$ cat src/rtl/hist_pkg.sv
// hist_pkg: shared definitions for the histogram readout statistics block.
//   - default bin-count / bin-index widths matching the histogram core
//   - frame FSM state encoding
//   - hist_stats_t: result record at the default widths, for consumers that
//     bundle the hist_stats outputs into a single bus
package hist_pkg;

    localparam int HIST_BIN_W = 8;   // core data_out width
    localparam int HIST_IDX_W = 5;   // up to 32 bins per frame
    localparam int HIST_SUM_W = HIST_BIN_W + HIST_IDX_W;

    typedef enum logic {
        ST_IDLE  = 1'b0,
        ST_ACCUM = 1'b1
    } hist_state_e;

    typedef struct packed {
        logic [HIST_IDX_W-1:0] peak_idx;
        logic [HIST_BIN_W-1:0] peak_count;
        logic [HIST_SUM_W-1:0] total;
        logic [HIST_IDX_W:0]   nonzero_bins;
        logic                  idx_ovf;
    } hist_stats_t;

endpackage

$ cat src/rtl/hist_peak_tracker.sv
// hist_peak_tracker: running arg-max over a frame of bin counts.
// Ports:
//   clk, rst_n     clock, async active-low reset
//   i_beat         a bin is presented this cycle
//   i_first        this bin is the first of a frame (loads instead of compares)
//   i_idx          index of the presented bin
//   i_count        count of the presented bin
//   o_nxt_idx      peak index including the presented bin (combinational)
//   o_nxt_count    peak count including the presented bin (combinational)
// The "next" view lets the parent capture a final result on the last beat
// without an extra cycle.
module hist_peak_tracker
    import hist_pkg::*;
#(
    parameter int BIN_W = HIST_BIN_W,
    parameter int IDX_W = HIST_IDX_W
) (
    input  logic             clk,
    input  logic             rst_n,
    input  logic             i_beat,
    input  logic             i_first,
    input  logic [IDX_W-1:0] i_idx,
    input  logic [BIN_W-1:0] i_count,
    output logic [IDX_W-1:0] o_nxt_idx,
    output logic [BIN_W-1:0] o_nxt_count
);

    logic [IDX_W-1:0] r_idx;
    logic [BIN_W-1:0] r_count;
    logic             w_replace;

    // Strictly greater only: on a tie the earlier (lower) index is kept.
    assign w_replace   = i_first || (i_count > r_count);
    assign o_nxt_idx   = w_replace ? i_idx   : r_idx;
    assign o_nxt_count = w_replace ? i_count : r_count;

    always_ff @(posedge clk or negedge rst_n) begin
        if (!rst_n) begin
            r_idx   <= '0;
            r_count <= '0;
        end else if (i_beat) begin
            r_idx   <= o_nxt_idx;
            r_count <= o_nxt_count;
        end
    end

endmodule

$ cat src/rtl/hist_stats.sv
// hist_stats: reduces each histogram readout frame to peak index/count,
// saturating total, and non-zero bin count, then holds the result behind a
// valid/ack register while the next frame accumulates.
// Ports:
//   clk, rst_n            clock, async active-low reset
//   bin_count             current bin count (with bin_valid)
//   bin_valid, bin_last   beat strobe / final bin of frame
//   stats_ack             consumer has taken the result
//   stats_valid           unread result present
//   peak_idx, peak_count  highest bin (lowest index on ties)
//   total                 saturating sum of counts
//   nonzero_bins          bins with count > 0, saturating at 2^IDX_W
//   idx_ovf               frame exceeded 2^IDX_W bins
//   overrun               an unread result was overwritten by this one
//   busy                  frame in progress
module hist_stats
    import hist_pkg::*;
#(
    parameter int BIN_W = HIST_BIN_W,
    parameter int IDX_W = HIST_IDX_W,
    parameter int SUM_W = BIN_W + IDX_W
) (
    input  logic             clk,
    input  logic             rst_n,
    input  logic [BIN_W-1:0] bin_count,
    input  logic             bin_valid,
    input  logic             bin_last,
    input  logic             stats_ack,
    output logic             stats_valid,
    output logic [IDX_W-1:0] peak_idx,
    output logic [BIN_W-1:0] peak_count,
    output logic [SUM_W-1:0] total,
    output logic [IDX_W:0]   nonzero_bins,
    output logic             idx_ovf,
    output logic             overrun,
    output logic             busy
);

    localparam logic [IDX_W-1:0] IDX_MAX = '1;
    localparam logic [IDX_W:0]   NZ_MAX  = {1'b1, {IDX_W{1'b0}}};

    // Result record at this instance's widths.
    typedef struct packed {
        logic [IDX_W-1:0] peak_idx;
        logic [BIN_W-1:0] peak_count;
        logic [SUM_W-1:0] total;
        logic [IDX_W:0]   nonzero_bins;
        logic             idx_ovf;
    } res_t;

    hist_state_e      r_state;
    logic [IDX_W-1:0] r_idx;      // index of the most recent accepted bin
    logic             r_ovf;
    logic [SUM_W-1:0] r_total;
    logic [IDX_W:0]   r_nz;
    res_t             r_res;
    logic             r_valid;
    logic             r_overrun;

    logic             w_first;
    logic             w_load;
    logic [IDX_W-1:0] w_idx;
    logic             w_ovf;
    logic [SUM_W-1:0] w_total;
    logic [IDX_W:0]   w_nz;
    logic [SUM_W:0]   w_sum;
    logic [IDX_W-1:0] w_pk_idx;
    logic [BIN_W-1:0] w_pk_cnt;

    // Any beat seen in IDLE opens a frame (possibly a one-bin frame).
    assign w_first = bin_valid && (r_state == ST_IDLE);
    assign w_load  = bin_valid && bin_last;
    assign w_sum   = {1'b0, r_total} + (SUM_W + 1)'(bin_count);

    // Values of the accumulators including the current beat.
    always_comb begin
        w_idx   = r_idx;
        w_ovf   = r_ovf;
        w_total = r_total;
        w_nz    = r_nz;
        if (w_first) begin
            w_idx   = '0;
            w_ovf   = 1'b0;
            w_total = SUM_W'(bin_count);
            w_nz    = (IDX_W + 1)'(bin_count != '0);
        end else begin
            // Index sticks at its maximum; further bins still feed the sums.
            if (r_idx == IDX_MAX) begin
                w_ovf = 1'b1;
            end else begin
                w_idx = r_idx + 1'b1;
            end
            w_total = w_sum[SUM_W] ? '1 : w_sum[SUM_W-1:0];
            if ((bin_count != '0) && (r_nz != NZ_MAX)) begin
                w_nz = r_nz + 1'b1;
            end
        end
    end

    hist_peak_tracker #(
        .BIN_W (BIN_W),
        .IDX_W (IDX_W)
    ) u_peak (
        .clk         (clk),
        .rst_n       (rst_n),
        .i_beat      (bin_valid),
        .i_first     (w_first),
        .i_idx       (w_idx),
        .i_count     (bin_count),
        .o_nxt_idx   (w_pk_idx),
        .o_nxt_count (w_pk_cnt)
    );

    // Frame FSM and accumulators.
    always_ff @(posedge clk or negedge rst_n) begin
        if (!rst_n) begin
            r_state <= ST_IDLE;
            r_idx   <= '0;
            r_ovf   <= 1'b0;
            r_total <= '0;
            r_nz    <= '0;
        end else if (bin_valid) begin
            r_state <= bin_last ? ST_IDLE : ST_ACCUM;
            r_idx   <= w_idx;
            r_ovf   <= w_ovf;
            r_total <= w_total;
            r_nz    <= w_nz;
        end
    end

    // Result register and handshake. A load in the ack cycle counts as a
    // clean hand-off, so overrun only flags a result nobody acknowledged.
    always_ff @(posedge clk or negedge rst_n) begin
        if (!rst_n) begin
            r_res     <= '0;
            r_valid   <= 1'b0;
            r_overrun <= 1'b0;
        end else if (w_load) begin
            r_res.peak_idx     <= w_pk_idx;
            r_res.peak_count   <= w_pk_cnt;
            r_res.total        <= w_total;
            r_res.nonzero_bins <= w_nz;
            r_res.idx_ovf      <= w_ovf;
            r_valid            <= 1'b1;
            r_overrun          <= r_valid && !stats_ack;
        end else if (stats_ack) begin
            r_valid <= 1'b0;
        end
    end

    assign stats_valid  = r_valid;
    assign peak_idx     = r_res.peak_idx;
    assign peak_count   = r_res.peak_count;
    assign total        = r_res.total;
    assign nonzero_bins = r_res.nonzero_bins;
    assign idx_ovf      = r_res.idx_ovf;
    assign overrun      = r_overrun;
    assign busy         = (r_state == ST_ACCUM);

endmodule
$ cat config.mk
export PLATFORM = sky130hd
export DESIGN_NAME = hist_stats
export DESIGN_NICKNAME = d
export VERILOG_FILES = /design/src/rtl/hist_pkg.sv /design/src/rtl/hist_peak_tracker.sv /design/src/rtl/hist_stats.sv
export SDC_FILE = /design/constraint.sdc
export NUM_CORES = 1
export LEC_CHECK = 0
export ABC_AREA = 1
export CAP_MARGIN = 20
export CORE_ASPECT_RATIO = 0.9
export CORE_MARGIN = 4
export CORE_UTILIZATION = 57
export DETAILED_ROUTE_END_ITERATION = 8
export PLACE_DENSITY = 0.82
export SYNTH_ARGS = -nofsm -noshare
export SYNTH_HDL_FRONTEND = slang
export SYNTH_HIERARCHICAL = 1
export SYNTH_SLANG_ARGS = --single-unit
$ cat constraint.sdc
create_clock -name clk -period 2.41 [get_ports clk]
set_input_delay 0.482 -clock clk [delete_from_list [all_inputs] [get_ports clk]]
set_output_delay 0.482 -clock clk [all_outputs]
set_load 0.02 [all_outputs]
==> impl_results.md, run 1 <==
* Outcome: completed
* DR vias/cell at 5.29
* Worst-Skew Late Latency at 0.35 ns
* Crit-path max FO at 5
* CTS tree: built
* Cts hold-fix bufs at 0
* Synth warnings at 6
* DPL Wire Length at 7.54 mm
* Final Non-Filler Cells at 779
* Slew @ Worst Pin at 0.484 ns
* Sequential share of power at 0.351
* Die Y at 91.5 µm
* Worst slack at placement at -0.172 ns
* GPL Wtd Cong at 0.907
* Initial cell density of the core at 0.585
* PD cells at 995 mW/mm²
* Area growth syn-to-layout at 21.5%
* Crit end category: flop
* Mapped Area at 0.00441 mm²
* Finished Core Util at 0.710
* WL per Instance at 13.6 µm
* Final Hold Viols at 0
* Die W at 101 µm
* Fin crit share at 0.920
* Largest net degree at the start of global routing at 75
* Int Power at 0.00320 W
* Crit path time final at 2.22 ns
* Initial antenna violation count at 0
* Nets@finish at 711
* Worst min path class: in -> async
* Core Area at 0.00754 mm²
* Syn nets at 638
* Vias in the first global route at 4034
* Switching power at 0.00213 W
* Leak at 2.92 nW
* Die area at 0.00921 mm²
* Combinational share of power at 0.467
* Seq/Total Area, Yosys at 0.420
* Fraction of registers with async set/reset at 1.00
* Clk pin slew, worst setup/hold paths at 0.09 ns
* CTS max path bufs at 2
* Share of cells above drive strength 1 at 0.0922
* DRC Markers at 0
* Post-synthesis instance total at 605
* # IOs at 49
* Sw Share at 0.399
* ANT cells at 0
* Port bufs at 48
* Fmax at 451 MHz
* Final wirelength at 10.6 mm
* Grt total ovfl at 0
* Initial DRC Count at 212
* RSZ-0062 raised after global routing: false
* Sink Count at 74
* Post-synth EDFFs at 0
* DRT Pass-1 Iters at 5
* Final setup violating endpoints at 0
* Clock network fraction of total power at 0.181
* FP Rows at 30
* Fin. max-slew vios at 0
* Slew margin rel. at 0.678
* H-tree levels at 3
* Antenna viol nets, final at 0
* MaxCap Viol Count at 0
* Arrival time at the worst endpoint at 2.45 ns
* CP required at 2.65 ns
* Main synth FF type: dfrtp_1
* Worst setup path class: in -> reg
* Hold WS at 0.148 ns
* Startpoint Class: input port
* Post-synth cell types at 33
* Root Buffer: clkbuf_8
* CTS buffer count at 9
* Post_cts resized at 0
* Global-route wire length before repair at 18.0 mm
* Layout Skew at 0.00972 ns
* FF+latch count, synth at 74
* Placed Instances at 763
* Buffer count from post-CTS setup fixing at 0
* Syn Area/Cell at 7.29 µm²
* Via count at 4124
* GRT Total Usage at 0.243
* Fin worst setup slack at 0.194 ns
* Maximum VDD drop at 0.505 mV
[cell usage after synthesis (all sizes together) (2+ instances only)]
master	number	area [µm²]
xor2	5	43.8
nand3	81	425
nor2	22	85.1
nand4	7	43.8
nand3b	6	45.0
nor3	2	10.0
o21a	2	15.0
nand2	236	898
and2	13	81.3
o21ai	18	93.8
inv	78	293
buf	16	113
xnor2	6	52.6
clkbuf	6	26.3
ha	19	238
dfrtp	74	1850
a21oi	9	48.8
[final timing paths]
kind / from / depth (start not counted) / endpoint / slack, ns
hold / removal: rst_n / 2 / u_peak/r_idx[0] / 0.15
setup reg to reg: busy / 8 / peak_count[7] / 0.47
setup / recovery: bin_count[0] / 13 / r_total[12] / 0.19
hold reg to reg: peak_count[4] / 2 / peak_count[4] / 0.48
max in group asynchronous: rst_n / 2 / total[12] / 1.94
min in group clk: peak_count[4] / 2 / peak_count[4] / 0.48
[registers in the layout, indices dropped and copies added, names as in the netlist]
name	cells
total	13
r_total	13
r_ovf	1
stats_valid	1
overrun	1
busy	1
peak_idx	5
r_idx	5
nonzero_bins	6
idx_ovf	1
peak_count	8
r_nz	6
u_peak/r_idx	5
u_peak/r_count	8
[stage by stage]
| stage | setup TNS [ns] | power, W | instance area, µm² |
|---|---|---|---|
| global route | 0 | 0.00576 | 5360 |
| CTS | 0 | 0.00533 | 5360 |
| global placement | -1.26 | 0.00426 | 5160 |
| finish | 0 | 0.00533 | 5360 |
| detailed placement | -3.36 | 0.00435 | 5160 |
| floorplan | 0 | 0.00344 | 4410 |
[layer usage]
layer	wire [µm]	GRT usage	vias up
met4	216	0.0808	0
met3	657	0.0515	26
met1	4600	0.307	1928
met2	5140	0.409	132
li1	-	-	2038
met5	0	0	-
[final cells by class]
class | count | area [µm²]
tap | 96 | 120
clock buffer | 10 | 128
clock inverter | 6 | 65.1
inverter | 78 | 293
timing repair buffer | 84 | 771
fill | 618 | 2190
multi-input combinational | 431 | 2130
sequential | 74 | 1850
[power by group through the flow]
stage                     Clock (W)  Combinational (W)  Sequential, W
final                      0.000967            0.00249        0.00187
after CTS                  0.000981            0.00248        0.00187
after global placement            0            0.00239        0.00187
after detailed placement          0            0.00247        0.00188
after global routing        0.00104            0.00280        0.00192
after floorplan                   0            0.00140        0.00205
[cell families after synthesis]
group | count (synthesis) | synth area share
AOI/OAI and AO/OA | 31 | 0.0391
xor gates and xnor gates | 11 | 0.0218
adders and majority gates | 20 | 0.0584
buffers and inverters | 100 | 0.0978
DFF | 74 | 0.420
and+or+nand+nor | 369 | 0.363
[critical path, stage by stage]
cell,delay [ns]
clkdlybuf4s50_1,0.54
ha_1,0.19
inv_1,0.06
fa_1,0.37
nand3b_1,0.17
nand2_1,0.09
nand2_1,0.08
nand2_2,0.12
nand2_1,0.07
nand2_1,0.08
nand3_2,0.08
nand3_1,0.07
nand2_1,0.06
[cells in the final DEF (no fill, tap or decap), types with 6 or more instances in the layout]
master,n
o21ai_0,14
nand2_1,232
ha_1,19
dfrtp_1,74
nand3b_1,6
buf_4,34
and2_1,13
inv_1,78
nand4_1,7
nand3_1,77
clkbuf_8,9
a21oi_1,8
clkdlybuf4s50_1,47
xnor2_1,6
nor2_1,21
Power figures use the tool's default switching activity.
==> run 2, diff against run 1 <==
--- a/config.mk
+++ b/config.mk
@@ -11,7 +11,10 @@
 export CORE_MARGIN = 4
 export CORE_UTILIZATION = 57
 export DETAILED_ROUTE_END_ITERATION = 8
+export HOLD_SLACK_MARGIN = 0.06
 export PLACE_DENSITY = 0.82
+export SKIP_LAST_GASP = 1
+export SLEW_MARGIN = 20
 export SYNTH_ARGS = -nofsm -noshare
 export SYNTH_HDL_FRONTEND = slang
 export SYNTH_HIERARCHICAL = 1
==> results of run 2 <==
Same layout as run 1: the final DEF is identical, and so are final timing and power.
==> run 3, diff against run 2 <==
--- a/config.mk
+++ b/config.mk
@@ -17,5 +17,4 @@
 export SLEW_MARGIN = 20
 export SYNTH_ARGS = -nofsm -noshare
 export SYNTH_HDL_FRONTEND = slang
-export SYNTH_HIERARCHICAL = 1
 export SYNTH_SLANG_ARGS = --single-unit
==> run 3 against run 2 <==
Power fell by 1.1%; global-route usage rose by 1.5 points; cell count fell by 4.2%.
==> impl_results.md, run 3 <==
* Outcome: completed
* Syn Area/Cell at 7.35 µm²
* Placed Instances at 730
* Post-synth EDFFs at 0
* Crit-path max FO at 5
* Worst-Skew Late Latency at 0.36 ns
* GRT Total Usage at 0.258
* Post_cts resized at 0
* Syn nets at 615
* TNS Setup at 0 ns
* Worst min path class: in -> async
* Fraction of registers with async set/reset at 1.00
* Final setup violating endpoints at 0
* Worst setup path class: in -> reg
* Grt total ovfl at 0
* # IOs at 49
* Initial cell density of the core at 0.595
* Layout Skew at 0.0111 ns
* Initial DRC Count at 322
* Routing usage on met2 at 0.418
* Post-synth top area cell: dfrtp_1
* DPL Wire Length at 7.47 mm
* Post-synth top cells: 233 x nand2_1, 88 x nand3_1, 74 x dfrtp_1, 57 x inv_1, 21 x nor2_1
* CTS buffer count at 9
* Seq/Total Area, Yosys at 0.433
* Sink Count at 74
* Slew @ Worst Pin at 0.479 ns
* FP Rows at 29
* H-tree levels at 3
* FF+latch count, synth at 74
* Cts hold-fix bufs at 0
* Nets@finish at 681
* Antenna viol nets, final at 0
* Synth warnings at 0
* Largest net degree at the start of global routing at 42
* Die area at 0.00896 mm²
* Global-route wire length before repair at 19.0 mm
* DRT Pass-1 Iters at 5
* MaxCap Viol Count at 0
* Most common cell after layout, fill and taps aside: nand2_1
* DR vias/cell at 5.40
* Mapped Area at 0.00428 mm²
* CP required at 2.65 ns
* Share of cells above drive strength 1 at 0.0888
* Vias in the first global route at 4115
* Arrival time at the worst endpoint at 2.44 ns
* Finished Core Util at 0.730
* Area growth syn-to-layout at 22.6%
* Global-route track usage on met3 at 0.0534
* Most frequent cell after synthesis: nand2_1
* Fmax at 455 MHz
* Fin crit share at 0.911
* Final Hold Viols at 0
* ANT cells at 0
* Post-synth top area share at 0.433
* CTS tree: built
* Most area-consuming cells after synthesis: dfrtp_1 43%, nand2_1 20%, nand3_1 10%, ha_1 5.6%, inv_1 5.0%
* Buffer count from post-CTS setup fixing at 0
* Slew margin rel. at 0.680
* Maximum VDD drop at 0.604 mV
* Post-synthesis instance total at 582
* Fin. max-slew vios at 0
* Met1 usage at 0.347
* DRC Markers at 0
* Crit end category: flop
* RSZ-0062 raised after global routing: false
* Clk pin slew, worst setup/hold paths at 0.08 ns
* Final Non-Filler Cells at 746
* Via count at 4032
* Final wirelength at 10.8 mm
* Worst slack at placement at -0.150 ns
* Initial antenna violation count at 0
* CTS max path bufs at 2
* Crit path time final at 2.20 ns
* Port bufs at 48
* Hold WS at 0.0847 ns
* Fin worst setup slack at 0.214 ns
* Most Crowded Layer GR: met2
* Root Buffer: clkbuf_8
* Leak at 2.82 nW
* Die Y at 90.2 µm
* GPL Wtd Cong at 0.887
* Biggest regs: r_total: 13 flops, total: 13 flops
* Most frequent cells in the layout: 232 x nand2_1, 88 x nand3_1, 74 x dfrtp_1
* PD cells at 1010 mW/mm²
* WL per Instance at 14.5 µm
* Startpoint Class: input port
* Main synth FF type: dfrtp_1
* Die W at 99.3 µm
* Post-synth cell types at 30
* Core Area at 0.00718 mm²
## run 3: final timing paths
check                      cells after the start              end             from  slack (ns)
hold / removal                                 1      r_total[12]            rst_n        0.08
hold reg to reg                                2  nonzero_bins[5]  nonzero_bins[5]        0.49
setup / recovery                              13        total[12]     bin_count[0]        0.21
max in group asynchronous                      2         r_idx[2]            rst_n        1.75
min in group clk                               2  nonzero_bins[5]  nonzero_bins[5]        0.49
setup reg to reg                              12        total[12]       r_total[0]        0.45
## run 3: power by group
| group | leakage, nW | switching (W) | total, W | internal [W] |
|---|---|---|---|---|
| logic | 1.75 | 0.00127 | 0.00225 | 0.000973 |
| clock network | 0.121 | 0.000509 | 0.00121 | 0.000699 |
| registers | 0.949 | 0.000238 | 0.00182 | 0.00158 |
## run 3: logic make-up after synthesis
logic type	after synthesis	share of synthesized area
compound gates	30	0.0386
xor+xnor	9	0.0184
fa+ha+maj	20	0.0603
buf+inv	81	0.0804
flops	74	0.433
simple gates	368	0.369
## run 3: per-stage QoR
step | cell area [µm²] | power (W)
2_1_floorplan | 4280 | 0.00320
3_3_place_gp | 4990 | 0.00397
3_5_place_dp | 4990 | 0.00405
4_1_cts | 5240 | 0.00529
5_1_grt | 5240 | 0.00568
6_report | 5240 | 0.00527
## run 3: layout make-up
class                           count  area [µm²]
Sequential cell                    74        1850
Tap cell                           93         116
Clock inverter                      7         124
Multi-Input combinational cell    427        2080
Inverter                           59         221
Fill cell                         581        1940
Clock buffer                        9         124
Timing Repair Buffer               77         721
## run 3: layer usage
layer	vias to the layer above	share of wire
met4	0	0.015
met3	19	0.064
met1	1874	0.45
met5	-	0
met2	154	0.47
li1	1985	-
## run 3: worst max-delay path, stage by stage
cell             delay (ns)
clkdlybuf4s50_1        0.48
ha_1                   0.20
inv_1                  0.07
fa_1                   0.38
nand3b_1               0.18
nand2_1                0.10
nand2_1                0.07
nand2_2                0.12
nand2_1                0.07
nand2_1                0.08
nand3_2                0.08
nand3_1                0.08
nand2_1                0.06
